[config.mk]
export PLATFORM = sky130hd
export DESIGN_NAME = prog_loader
export DESIGN_NICKNAME = d
export VERILOG_FILES = /design/src/rtl/mini_cpu_pkg.sv /design/src/rtl/prog_word_assembler.sv /design/src/rtl/prog_loader.sv
export SDC_FILE = /design/constraint.sdc
export NUM_CORES = 1
export LEC_CHECK = 0
export ABC_AREA = 1
export BUFFER_PORTS_ARGS = -buffer_cell sky130_fd_sc_hd__buf_2
export CAP_MARGIN = 20
export CELL_PAD_IN_SITES_DETAIL_PLACEMENT = 0
export CELL_PAD_IN_SITES_GLOBAL_PLACEMENT = 2
export CORE_MARGIN = 5
export CORE_UTILIZATION = 30
export CTS_CLUSTER_SIZE = 14
export DETAILED_ROUTE_END_ITERATION = 8
export PLACE_DENSITY_LB_ADDON = 0.12
export SETUP_SLACK_MARGIN = 0.4
export SYNTH_ARGS = -nofsm -noshare
export SYNTH_HDL_FRONTEND = slang
export SYNTH_SLANG_ARGS = --single-unit
[constraint.sdc]
create_clock -name clk1 -period 1.6 [get_ports clk1]
set_clock_uncertainty 0.05 [all_clocks]
set_input_delay 0.16 -clock clk1 [delete_from_list [all_inputs] [get_ports clk1]]
set_output_delay 0.16 -clock clk1 [all_outputs]
set_load 0.01 [all_outputs]
[src/rtl/mini_cpu_pkg.sv]
// Shared definitions for the mini CPU and its program loader:
// loader state encoding, default frame marker and instruction word width.
package mini_cpu_pkg;

    localparam int         WORD_W        = 32;
    localparam logic [7:0] SYNC_BYTE_DEF = 8'hA5;

    typedef enum logic [2:0] {
        ST_IDLE,
        ST_LEN_HI,
        ST_LEN_LO,
        ST_DATA,
        ST_CSUM,
        ST_DONE,
        ST_ERR
    } loader_state_t;

endpackage

[src/rtl/prog_word_assembler.sv]
// Collects stream bytes MSB first into big-endian instruction words and
// flags the byte that completes each word.
module prog_word_assembler
    import mini_cpu_pkg::*;
(
    input  logic              clk1,
    input  logic              rst_n,
    input  logic              clr,
    input  logic              byte_en,
    input  logic [7:0]        byte_data,
    output logic [WORD_W-1:0] word,
    output logic              word_done
);

    // Only the three earlier bytes need storage; the fourth is taken live.
    logic [WORD_W-9:0] shift_reg;
    logic [1:0]        idx_reg;

    assign word      = {shift_reg, byte_data};
    assign word_done = byte_en && (idx_reg == 2'd3);

    always_ff @(posedge clk1 or negedge rst_n) begin
        if (!rst_n) begin
            shift_reg <= '0;
            idx_reg   <= '0;
        end else if (clr) begin
            shift_reg <= '0;
            idx_reg   <= '0;
        end else if (byte_en) begin
            shift_reg <= word[WORD_W-9:0];
            idx_reg   <= idx_reg + 2'd1;
        end
    end

endmodule

[src/rtl/prog_loader.sv]
// Framed byte-stream loader: SYNC, 16-bit word count, 4N data bytes, XOR
// checksum. Writes instruction memory from address 0 and releases the CPU on success.
module prog_loader
    import mini_cpu_pkg::*;
#(
    parameter int         ADDR_W    = 10,
    parameter int         MEM_DEPTH = 1024,
    parameter logic [7:0] SYNC_BYTE = SYNC_BYTE_DEF
) (
    input  logic              clk1,
    input  logic              rst_n,
    input  logic              in_valid,
    input  logic [7:0]        in_data,
    output logic              in_ready,
    input  logic              clear,
    output logic              mem_we,
    output logic [ADDR_W-1:0] mem_addr,
    output logic [WORD_W-1:0] mem_wdata,
    output logic              cpu_halt,
    output logic              load_done,
    output logic              load_err
);

    localparam logic [15:0] MAX_N = 16'(MEM_DEPTH);

    loader_state_t     state_reg, state_next;
    logic [7:0]        len_hi_reg;
    logic [15:0]       last_idx_reg;
    logic [15:0]       word_idx_reg;
    logic [7:0]        csum_reg;
    logic              mem_we_reg;
    logic [ADDR_W-1:0] mem_addr_reg;
    logic [WORD_W-1:0] mem_wdata_reg;
    logic              halt_reg, done_reg, err_reg;

    logic              accept;
    logic              data_byte;
    logic              len_lo_byte;
    logic [15:0]       n_value;
    logic [WORD_W-1:0] word;
    logic              word_done;

    assign in_ready    = (state_reg != ST_DONE) && (state_reg != ST_ERR);
    assign accept      = in_valid && in_ready;
    assign data_byte   = accept && (state_reg == ST_DATA);
    assign len_lo_byte = accept && (state_reg == ST_LEN_LO);
    assign n_value     = {len_hi_reg, in_data};

    prog_word_assembler u_asm (
        .clk1      (clk1),
        .rst_n     (rst_n),
        .clr       (len_lo_byte),
        .byte_en   (data_byte),
        .byte_data (in_data),
        .word      (word),
        .word_done (word_done)
    );

    always_ff @(posedge clk1 or negedge rst_n) begin
        if (!rst_n) begin
            state_reg <= ST_IDLE;
        end else begin
            state_reg <= state_next;
        end
    end

    always_comb begin
        state_next = state_reg;
        case (state_reg)
            ST_IDLE:   if (accept && in_data == SYNC_BYTE) state_next = ST_LEN_HI;
            ST_LEN_HI: if (accept) state_next = ST_LEN_LO;
            ST_LEN_LO: begin
                if (accept) begin
                    if (n_value == 16'd0 || n_value > MAX_N) state_next = ST_ERR;
                    else                                     state_next = ST_DATA;
                end
            end
            ST_DATA:   if (word_done && word_idx_reg == last_idx_reg) state_next = ST_CSUM;
            ST_CSUM: begin
                if (accept) state_next = (in_data == csum_reg) ? ST_DONE : ST_ERR;
            end
            ST_DONE,
            ST_ERR:    if (clear) state_next = ST_IDLE;
            default:   state_next = ST_IDLE;
        endcase
    end

    // Status flags follow the next state so they are valid right after the deciding edge.
    always_ff @(posedge clk1 or negedge rst_n) begin
        if (!rst_n) begin
            halt_reg <= 1'b1;
            done_reg <= 1'b0;
            err_reg  <= 1'b0;
        end else begin
            halt_reg <= (state_next != ST_DONE);
            done_reg <= (state_next == ST_DONE);
            err_reg  <= (state_next == ST_ERR);
        end
    end

    always_ff @(posedge clk1 or negedge rst_n) begin
        if (!rst_n) begin
            len_hi_reg    <= '0;
            last_idx_reg  <= '0;
            word_idx_reg  <= '0;
            csum_reg      <= '0;
            mem_we_reg    <= 1'b0;
            mem_addr_reg  <= '0;
            mem_wdata_reg <= '0;
        end else begin
            mem_we_reg <= word_done;
            if (accept && state_reg == ST_LEN_HI) len_hi_reg <= in_data;
            if (len_lo_byte) begin
                last_idx_reg <= n_value - 16'd1;
                word_idx_reg <= '0;
                csum_reg     <= '0;
            end
            if (data_byte) csum_reg <= csum_reg ^ in_data;
            if (word_done) begin
                mem_addr_reg  <= word_idx_reg[ADDR_W-1:0];
                mem_wdata_reg <= word;
                word_idx_reg  <= word_idx_reg + 16'd1;
            end
        end
    end

    assign mem_we    = mem_we_reg;
    assign mem_addr  = mem_addr_reg;
    assign mem_wdata = mem_wdata_reg;
    assign cpu_halt  = halt_reg;
    assign load_done = done_reg;
    assign load_err  = err_reg;

endmodule

==> results.py, run 1 <==
metrics = {
    "run_status": {
        "status": "finished clean",
    },
    "setup_path": {
        "crit_type": "reg -> reg",
        "max_stage_delay_ps": 400,
        "worstSetupStartpointType": "flop",
        "worst_path_most_repeated_cell": "buf_6",
        "path_cells": "buf_6, nor2_4, nand2_2, buf_6, buf_4, nand2_4, buf_12, buf_16, o22ai_2",
        "rr_startpoint": "state_reg[2]$_DFF_PN0_",
        "crit_end": "u_asm.shift_reg[22]$_DFFE_PN0P_",
        "worst-path-stages": 9,
        "cp.arrival_ps": 1850,
        "crit_required_ps": 1850,
        "critPathTopFamily": "buffers and inverters",
        "r2r_end": "u_asm.shift_reg[22]$_DFFE_PN0P_",
        "cp_num_buf_inv": 5,
        "path_max_fanout": 8,
        "crit_start": "state_reg[2]$_DFF_PN0_",
        "cp-end-kind": "flop",
        "regToRegSetupSlack_ps": 0.2,
        "reg2reg_depth": 9,
        "slowest_stage": "dfrtp_1",
    },
    "timing": {
        "rsz0062_at_grt": "yes",
        "holdWs_ps": 41.8,
        "max_slew_margin": 0.705,
        "setup_violations": 0,
        "max_freq_ghz": 0.625,
        "setup_ws_ps": 0.201,
        "tightest_slew_ps": 439,
        "finalHoldViolCount": 0,
        "min_period_ps": 1600,
        "tns_ps": 0,
        "fin_crit_sh": 1.00,
        "slew_viol_final": 0,
    },
    "hold_path": {
        "min_path_type": "in -> reg",
    },
    "die": {
        "die_x_um": 146,
        "die_area_um2": 21400,
        "io_pins": 59,
        "start_util": 0.307,
        "coreArea_um2": 18100,
        "rows": 49,
        "die_h_um": 146,
    },
    "synthesis": {
        "synthSimpleGateAreaFrac": 0.200,
        "ys_warn_count": 0,
        "synth-compound-area-share": 0.131,
        "synth_top_family_by_area": "simple AND/OR/NAND/NOR gates",
        "syn_area_per_cell_um2": 8.29,
        "synth_area_um2": 5570,
        "yosys.area_share.adder": 0.0112,
        "syn_inst": 672,
        "yosysUniqueCellTypes": 31,
        "synthMuxAreaShare": 0,
        "synth-xor-area-share": 0.0189,
        "synth.ff_latch_count": 123,
        "seq_area_frac_synth": 0.553,
        "synth_fp_nets": 689,
    },
    "routing": {
        "vias": 5064,
        "drcViolationCount": 0,
        "ant_nets": 0,
        "routedWlPerCell_um": 16.2,
        "firstDrtPassIters": 4,
        "drt_iter0_drc": 213,
        "vias_per_cell": 4.65,
        "routed_wl_mm": 17.7,
    },
    "clocking": {
        "cts_tree": "done",
        "h-tree-depth": 4,
        "cts-root-buf": "clkbuf_16",
        "cts_sinks": 123,
        "clockBufferDepth": 2,
        "clock_latency_ps": 420,
        "numCtsBuffers": 17,
        "clkTransAtPathRegs_ps": 60,
    },
    "final_layout": {
        "final_cells": 1089,
        "diodes": 0,
        "nets": 864,
        "drive_gt1_frac": 0.399,
        "post-route-util": 0.471,
        "areaGrowthSynthToFinish_pct": 53.5,
        "largest_reg_flops": 32,
        "stdcell_area_um2": 8550,
        "fillers": 1759,
    },
    "global_route": {
        "grtUsageTotal": 0.168,
        "grt_pass1_vias": 5188,
        "overflow": 0,
        "antenna_found_initial": 0,
        "grt_max_degree": 36,
        "grt_pass1_wl_mm": 28.4,
    },
    "pwr": {
        "power.density_nw_per_um2": 1300,
        "power.total_mw": 11.1,
        "p_leak_nw": 4.16,
        "peakVddDrop_v": 0.000703,
    },
    "placement": {
        "placed_area_um2": 6630,
        "port_buffers": 58,
        "place_congestion": 0.824,
        "place_inst": 996,
        "dpl_worst_slack_ps": -20.8,
        "hpwl_mm": 10.9,
    },
    "job": {
        "maxCapViolCount": 0,
    },
}
==> Yosys cell counts, drive strengths merged <==
library cell  instances  share of area
a21oi                11         0.0099
a22o                  1         0.0016
a22oi                 3         0.0040
a31oi                 2         0.0022
buf                  10          0.012
clkbuf               11         0.0074
clkinv                1        0.00067
dfrtp               122           0.55
dfstp                 1         0.0047
ha                    5          0.011
inv                  99          0.067
nand2               191           0.13
nand3                25          0.022
nand4                 2         0.0022
nor2                 53          0.038
nor3                  7         0.0063
o2111ai               1         0.0016
o21a                  1         0.0013
o21ai                76          0.068
o22ai                36          0.040
o32ai                 1         0.0016
or2                   1         0.0011
xnor2                 1         0.0016
xor2                 11          0.017
==> cell families (layout without fill, tap and decap cells) <==
logic type                 count (synthesis)  count (layout)
and+or+nand+nor                          279             279
AOI/OAI and AO/OA                        132             132
DFF                                      123             123
buffers and inverters                    121             309
xor gates and xnor gates                  12              12
adders and majority gates                  5               5
==> cell type report <==
class                   count  area (µm²)  share of cell area
clock buffers              18         429              0.0502
inverters                 100         388              0.0453
flip-flops and latches    123        3080               0.360
well taps                 229         287              0.0335
repair buffers            177        1650               0.193
multi-input cells         428        2570               0.300
clock inverters            14         150              0.0176
==> cells in the final DEF, fill, tap and decap left out, types with 5 or more instances in the layout <==
| cell type | n |
|---|---|
| a21oi_1 | 6 |
| a21oi_2 | 5 |
| buf_12 | 10 |
| buf_16 | 9 |
| buf_2 | 53 |
| buf_4 | 77 |
| buf_6 | 21 |
| clkbuf_16 | 17 |
| dfrtp_1 | 120 |
| inv_1 | 82 |
| inv_2 | 14 |
| inv_6 | 10 |
| nand2_1 | 155 |
| nand2_2 | 28 |
| nand2_4 | 7 |
| nand3_1 | 16 |
| nand3_2 | 7 |
| nor2_1 | 32 |
| nor2_2 | 12 |
| nor2_4 | 9 |
| o21ai_0 | 11 |
| o21ai_1 | 43 |
| o21ai_2 | 22 |
| o22ai_1 | 20 |
| o22ai_2 | 15 |
| xor2_1 | 10 |
==> worst min path at each step <==
stage	start	to	slack, ps	cells after the start
floorplan	rst_n	csum_reg[0]$_DFFE_PN0P_	-190	0
global placement	rst_n	mem_we$_DFF_PN0_	40	1
detailed placement	rst_n	mem_we$_DFF_PN0_	40	1
CTS	in_data[7]	last_idx_reg[7]$_DFFE_PN0P_	30	3
global route	in_data[7]	last_idx_reg[7]$_DFFE_PN0P_	50	3
finish	in_data[7]	last_idx_reg[7]$_DFFE_PN0P_	40	3
==> worst min-delay path: stages <==
cell and delay (ps):
buf_2 140, nand2_1 100, a22oi_2 60
==> metal layers <==
layer  wire length, µm  GRT usage  vias to the layer above
met4               253     0.0527                        0
li1                  -          -                     2514
met5                 0          0                        -
met1              7860      0.211                     2439
met3               592     0.0350                       22
met2              8950      0.292                       89
==> power breakdown <==
group          leakage (nW)  switching (mW)  internal, mW  total [mW]
clock                 0.283            1.64          2.21        3.85
combinational          2.21            1.79          1.47        3.27
sequential             1.67           0.356          3.63        3.98
total                  4.16            3.79          7.31        11.1
==> timing repair <==
action                     CTS  global route
setup endpoints to repair  128           148
cloned                      10             1
resized for setup           82           121
hold buffers                 4             0
pin swaps                   21            19
buffers inserted            27            19
hold endpoints to repair   125             0
Note: power is estimated with default switching activity, not from simulation.
==> run 2: changes to the inputs <==
RECOVER_POWER = 50   (was default)
==> run 2 against run 1 <==
Net effect: the run now ends with negative setup slack left; maximum frequency is 0.49% lower; critical path depth stayed put; via count is 0.16% higher; combinational power hardly changed; critical path type unchanged; critical endpoint is now u_asm.shift_reg[16]$_DFFE_PN0P_.
==> results.py, run 2 (synthesis results as in run 1) <==
metrics = {
    "routing": {
        "vias": 5072,
        "ant_nets": 0,
        "drt_iter0_drc": 226,
        "routedWlPerCell_um": 16.2,
        "vias_per_cell": 4.66,
        "drcViolationCount": 0,
        "routed_wl_mm": 17.6,
        "firstDrtPassIters": 4,
    },
    "timing": {
        "fin_crit_sh": 1.00,
        "slew_viol_final": 0,
        "rsz0062_at_grt": "yes",
        "max_freq_ghz": 0.622,
        "max_slew_margin": 0.641,
        "setup_ws_ps": -7.75,
        "finalHoldViolCount": 0,
        "setup_violations": 2,
        "min_period_ps": 1610,
        "tightest_slew_ps": 538,
    },
    "placement": {
        "place_congestion": 0.824,
        "port_buffers": 58,
        "hpwl_mm": 10.9,
        "place_inst": 996,
    },
    "setup_path": {
        "path_max_fanout": 8,
        "path_cells": "buf_6, nor2_4, nand2_2, buf_6, buf_4, nand2_4, buf_12, buf_16, o22ai_1",
        "slowest_stage": "dfrtp_1",
        "cp-end-kind": "flop",
        "max_stage_delay_ps": 400,
        "cp.arrival_ps": 1860,
        "crit_type": "reg -> reg",
        "crit_required_ps": 1850,
        "worst_path_most_repeated_cell": "buf_6",
        "worstSetupStartpointType": "flop",
    },
    "pwr": {
        "power_frac_comb": 0.293,
        "peakVddDrop_v": 0.000703,
        "clkPwrFrac": 0.347,
        "switchingPower_mw": 3.79,
        "swShare": 0.342,
        "p_leak_nw": 4.15,
        "power.density_nw_per_um2": 1300,
        "power.internal_mw": 7.30,
        "power_frac_seq": 0.359,
    },
    "final_layout": {
        "areaGrowthSynthToFinish_pct": 52.8,
        "drive_gt1_frac": 0.399,
        "diodes": 0,
        "final_common_cell": "nand2_1",
        "nets": 864,
        "largest_reg_flops": 32,
        "fillers": 1760,
        "final_cells": 1089,
        "post-route-util": 0.469,
        "mostFrequentLayoutCells": "155 x nand2_1, 120 x dfrtp_1, 82 x inv_1",
    },
    "clocking": {
        "cts-root-buf": "clkbuf_16",
        "h-tree-depth": 4,
        "clockBufferDepth": 2,
        "numCtsBuffers": 17,
        "clkTransAtPathRegs_ps": 70,
        "clock_latency_ps": 420,
        "cts_sinks": 123,
        "cts_tree": "done",
    },
    "job": {
        "maxCapViolCount": 0,
    },
    "hold_path": {
        "min_path_type": "in -> reg",
    },
    "die": {
        "io_pins": 59,
        "rows": 49,
        "die_x_um": 146,
        "die_area_um2": 21400,
        "die_h_um": 146,
        "start_util": 0.307,
        "coreArea_um2": 18100,
    },
    "global_route": {
        "grt_pass1_wl_mm": 28.4,
        "antenna_found_initial": 0,
        "grt_pass1_vias": 5188,
        "overflow": 0,
        "grt_max_degree": 36,
        "grtUsageTotal": 0.168,
    },
    "run_status": {
        "status": "complete, but fails checks",
        "failed_checks": "negative setup slack",
    },
}
-- run 2: cell types whose count changed in the layout (fill, tap and decap cells not counted), sizes merged --
| cell | change |
|---|---|
| clkbuf | +4 |
| buf | -4 |
-- run 2: path summary, 6_finish.rpt --
| path | end | cells past startpoint | from | slack, ps |
|---|---|---|---|---|
| max reg2reg | u_asm.shift_reg[16]$_DFFE_PN0P_ | 9 | state_reg[2]$_DFF_PN0_ | -8 |
| min reg2reg | mem_addr[2]$_DFFE_PN0P_ | 2 | mem_addr[2]$_DFFE_PN0P_ | 430 |
| min | last_idx_reg[7]$_DFFE_PN0P_ | 3 | in_data[7] | 40 |
| min in group asynchronous | mem_we$_DFF_PN0_ | 2 | rst_n | 210 |
| max in group asynchronous | len_hi_reg[2]$_DFFE_PN0P_ | 3 | rst_n | 330 |
| max | u_asm.shift_reg[16]$_DFFE_PN0P_ | 9 | state_reg[2]$_DFF_PN0_ | -8 |
-- run 2: what timing repair did --
item | CTS | global route
endpoints found under the setup margin | 128 | 148
endpoints found under the hold margin | 125 | 0
buffers inserted | 27 | 19
gates cloned | 10 | 1
pin swaps | 21 | 19
hold buffers | 4 | 0
gates resized for setup | 82 | 121
-- run 2: per-stage QoR --
| stage | worst slack [ps] | hold slack (ps) | total power, mW | area (µm²) | setup TNS [ps] |
|---|---|---|---|---|---|
| floorplan | 163 | -186 | 5.52 | 5690 | 0 |
| global placement | -28.5 | 40.1 | 6.27 | 6630 | -46.0 |
| detailed placement | -20.8 | 40.5 | 6.32 | 6630 | -302 |
| CTS | 11.0 | 31.8 | 10.8 | 8030 | 0 |
| global route | -81.1 | 53.1 | 11.8 | 8510 | -4070 |
| finish | -7.75 | 37.4 | 11.1 | 8510 | -11.3 |
-- run 2: critical path: cells and delay by family, from the launching register on --
family	cells	cell delay, ps
AO/OA/AOI/OAI	1	80
buffers and inverters	5	680
flip-flops	1	400
AND/OR/NAND/NOR	3	270
-- run 2: final cells by class --
| class | instances | area (µm²) | area share |
|---|---|---|---|
| clock inverters | 14 | 150 | 0.0176 |
| multi-input cells | 428 | 2570 | 0.302 |
| clock buffers | 18 | 429 | 0.0504 |
| well taps | 229 | 287 | 0.0337 |
| repair buffers | 177 | 1610 | 0.189 |
| inverters | 100 | 388 | 0.0456 |
| flip-flops and latches | 123 | 3080 | 0.362 |
-- run 2: power groups by stage --
| stage | Clock [mW] | Combinational, mW | Sequential (mW) |
|---|---|---|---|
| after floorplan | 0 | 1.56 | 3.96 |
| after global placement | 0 | 2.30 | 3.98 |
| after detailed placement | 0 | 2.33 | 3.99 |
| after CTS | 3.93 | 2.92 | 3.94 |
| after global routing | 4.08 | 3.62 | 4.06 |
| final | 3.85 | 3.25 | 3.98 |
-- run 2: routing by layer --
| metal | global-route usage | routed length [µm] |
|---|---|---|
| met1 | 0.211 | 7840 |
| met2 | 0.292 | 8970 |
| met3 | 0.0350 | 582 |
| met4 | 0.0527 | 243 |
| met5 | 0 | 0 |
==> run 3: changes to the inputs <==
SYNTH_HIERARCHICAL = 1   (was default)
==> run 3 against run 2 <==
Net effect: total power grew 1.1%; non-clock buffer count is 31 lower; first-iteration DRC count is 32% higher; final cell count is 5.0% higher; the flow still finishes with violations (negative setup slack).
==> results.py, run 3 <==
metrics = {
    "routing": {
        "firstDrtPassIters": 4,
        "vias_per_cell": 4.56,
        "routedWlPerCell_um": 16.4,
        "ant_nets": 0,
        "vias": 5217,
        "drt_iter0_drc": 299,
        "drcViolationCount": 0,
        "routed_wl_mm": 18.8,
    },
    "die": {
        "die_h_um": 152,
        "die_area_um2": 23000,
        "coreArea_um2": 19600,
        "io_pins": 59,
        "die_x_um": 152,
        "rows": 51,
        "start_util": 0.307,
    },
    "clocking": {
        "clkTransAtPathRegs_ps": 60,
        "clockBufferDepth": 2,
        "h-tree-depth": 4,
        "cts-root-buf": "clkbuf_16",
        "clock_latency_ps": 420,
        "cts_sinks": 123,
        "numCtsBuffers": 17,
        "cts_tree": "done",
    },
    "final_layout": {
        "stdcell_area_um2": 8480,
        "nets": 882,
        "final_cells": 1143,
        "drive_gt1_frac": 0.336,
        "areaGrowthSynthToFinish_pct": 41.1,
        "diodes": 0,
        "final_common_cell": "nand2_1",
        "mostFrequentLayoutCells": "264 x nand2_1, 119 x dfrtp_1, 55 x inv_1",
        "largest_reg_flops": 32,
    },
    "run_status": {
        "failed_checks": "negative setup slack",
        "status": "complete, but fails checks",
    },
    "placement": {
        "place_inst": 1073,
        "place_congestion": 0.812,
        "placed_area_um2": 6970,
        "port_buffers": 58,
        "hpwl_mm": 11.8,
    },
    "timing": {
        "fin_crit_sh": 1.04,
        "rsz0062_at_grt": "yes",
        "setup_ws_ps": -56.6,
        "max_freq_ghz": 0.604,
        "finalHoldViolCount": 0,
        "slew_viol_final": 0,
        "max_slew_margin": 0.460,
        "tns_ps": -758,
        "tightest_slew_ps": 810,
        "setup_violations": 27,
        "min_period_ps": 1660,
    },
    "synthesis": {
        "syn_area_per_cell_um2": 8.22,
        "syn_inst": 731,
        "synth_fp_nets": 748,
        "synth_top_cell_by_area": "dfrtp_1",
        "synth.most_common_cell": "nand2_1",
        "postSynth.asyncResetShare": 1.00,
        "synth_common_cells": "280 x nand2_1, 122 x dfrtp_1, 61 x inv_1",
        "synth.ff_latch_count": 123,
        "yosysUniqueCellTypes": 39,
        "synth-edff-count": 0,
        "synthTopCellsByArea": "dfrtp_1 51%, nand2_1 17%, inv_1 3.8%, nand3_2 3.7%, nor2_1 2.6%",
        "synth_top_area_share": 0.508,
        "synth_flop_cell": "dfrtp_1",
        "synth_area_um2": 6010,
        "ys_warn_count": 6,
        "seq_area_frac_synth": 0.512,
    },
    "pwr": {
        "power.total_mw": 11.2,
        "power_frac_comb": 0.270,
        "power.internal_mw": 7.49,
        "swShare": 0.332,
        "power_frac_seq": 0.368,
        "p_leak_nw": 4.32,
        "power.density_nw_per_um2": 1320,
        "clkPwrFrac": 0.361,
        "switchingPower_mw": 3.72,
        "peakVddDrop_v": 0.000797,
    },
    "setup_path": {
        "crit_type": "reg -> reg",
        "reg2reg_depth": 12,
        "worstSetupStartpointType": "flop",
        "path_max_fanout": 3,
        "crit_required_ps": 1900,
        "cp-end-kind": "flop",
        "cp.arrival_ps": 1950,
    },
    "global_route": {
        "overflow": 0,
        "grt_max_degree": 42,
        "grt_pass1_vias": 5280,
        "antenna_found_initial": 0,
        "grtUsageTotal": 0.169,
        "grt_pass1_wl_mm": 29.8,
    },
    "hold_path": {
        "holdPathStages": 3,
        "min_path_type": "in -> reg",
    },
    "job": {
        "maxCapViolCount": 0,
    },
}
## run 3: cell types whose count changed after synthesis, sizes merged, moves of 9 or more
cell and delta:
xor2 -9, buf +13, inv -29, o21ai -39, nand2 +97, nand3 +25
o22ai -27
## run 3: area by class of cell
class	count	area, µm²
well taps	265	332
clock buffers	22	474
clock inverters	10	140
inverters	71	297
multi-input cells	506	2750
flip-flops and latches	123	3080
fillers	1975	11100
repair buffers	146	1410
## run 3: worst paths after layout
check                                          startpoint                              to  slack, ps
worst max-delay path               state_reg[0]$_DFF_PN0_     word_idx_reg[7]$_DFFE_PN0P_        -60
worst min-delay path                           in_data[3]        mem_wdata[3]$_DFFE_PN0P_         20
worst max register to register     state_reg[0]$_DFF_PN0_     word_idx_reg[7]$_DFFE_PN0P_        -60
worst min register to register  mem_wdata[31]$_DFFE_PN0P_       mem_wdata[31]$_DFFE_PN0P_        410
max in group asynchronous                           rst_n  u_asm/shift_reg[8]$_DFFE_PN0P_        260
min in group asynchronous                           rst_n     word_idx_reg[2]$_DFFE_PN0P_        330
## run 3: timing repair
item,4_1_cts,5_1_grt
pin swaps,11,13
hold buffers,3,0
cloned,11,2
hold endpoints to repair,29,0
gates resized for setup,50,50
endpoints found under the setup margin,124,126
setup buffers,12,10
## run 3: metrics by stage
stage	setup WS (ps)	hold WS, ps	utilization
floorplan	-484	-186	-
global placement	-190	86.5	0.356
CTS	-60.6	6.75	0.420
finish	-56.6	20.1	0.433
detailed placement	-178	90.1	0.356
global route	-200	15.8	0.433
## run 3: power by group through the flow
stage | clock network [mW] | logic [mW] | registers (mW)
after floorplan | 0 | 1.84 | 4.05
after global placement | 0 | 2.56 | 4.12
after detailed placement | 0 | 2.60 | 4.14
after CTS | 4.12 | 2.98 | 4.11
after global routing | 4.27 | 3.42 | 4.21
final | 4.05 | 3.03 | 4.13
## run 3: kinds of logic after synthesis
family / share of synthesized area
adder cells (fa/ha/maj): 0.0104
flip-flops: 0.512
XOR/XNOR: 0.0131
AND/OR/NAND/NOR: 0.315
AO/OA/AOI/OAI: 0.0683
buffers and inverters: 0.0814
## run 3: routing by layer
metal	track usage	up-vias	routed length, µm
met5	0	-	0
met4	0.0530	0	291
met3	0.0297	21	632
met2	0.251	102	8320
met1	0.251	2503	9540
li1	-	2591	-
## run 3: worst max-delay path: stages, from the launching register on
cell and delay [ps]:
dfrtp_1 360, nand2_2 80, nor2_4 120, nand2_2 80, inv_4 70, nand2_4 40
inv_4 60, buf_4 150, nand2_2 80, buf_4 180, nor2_2 100, nand2_1 90
a21oi_2 130
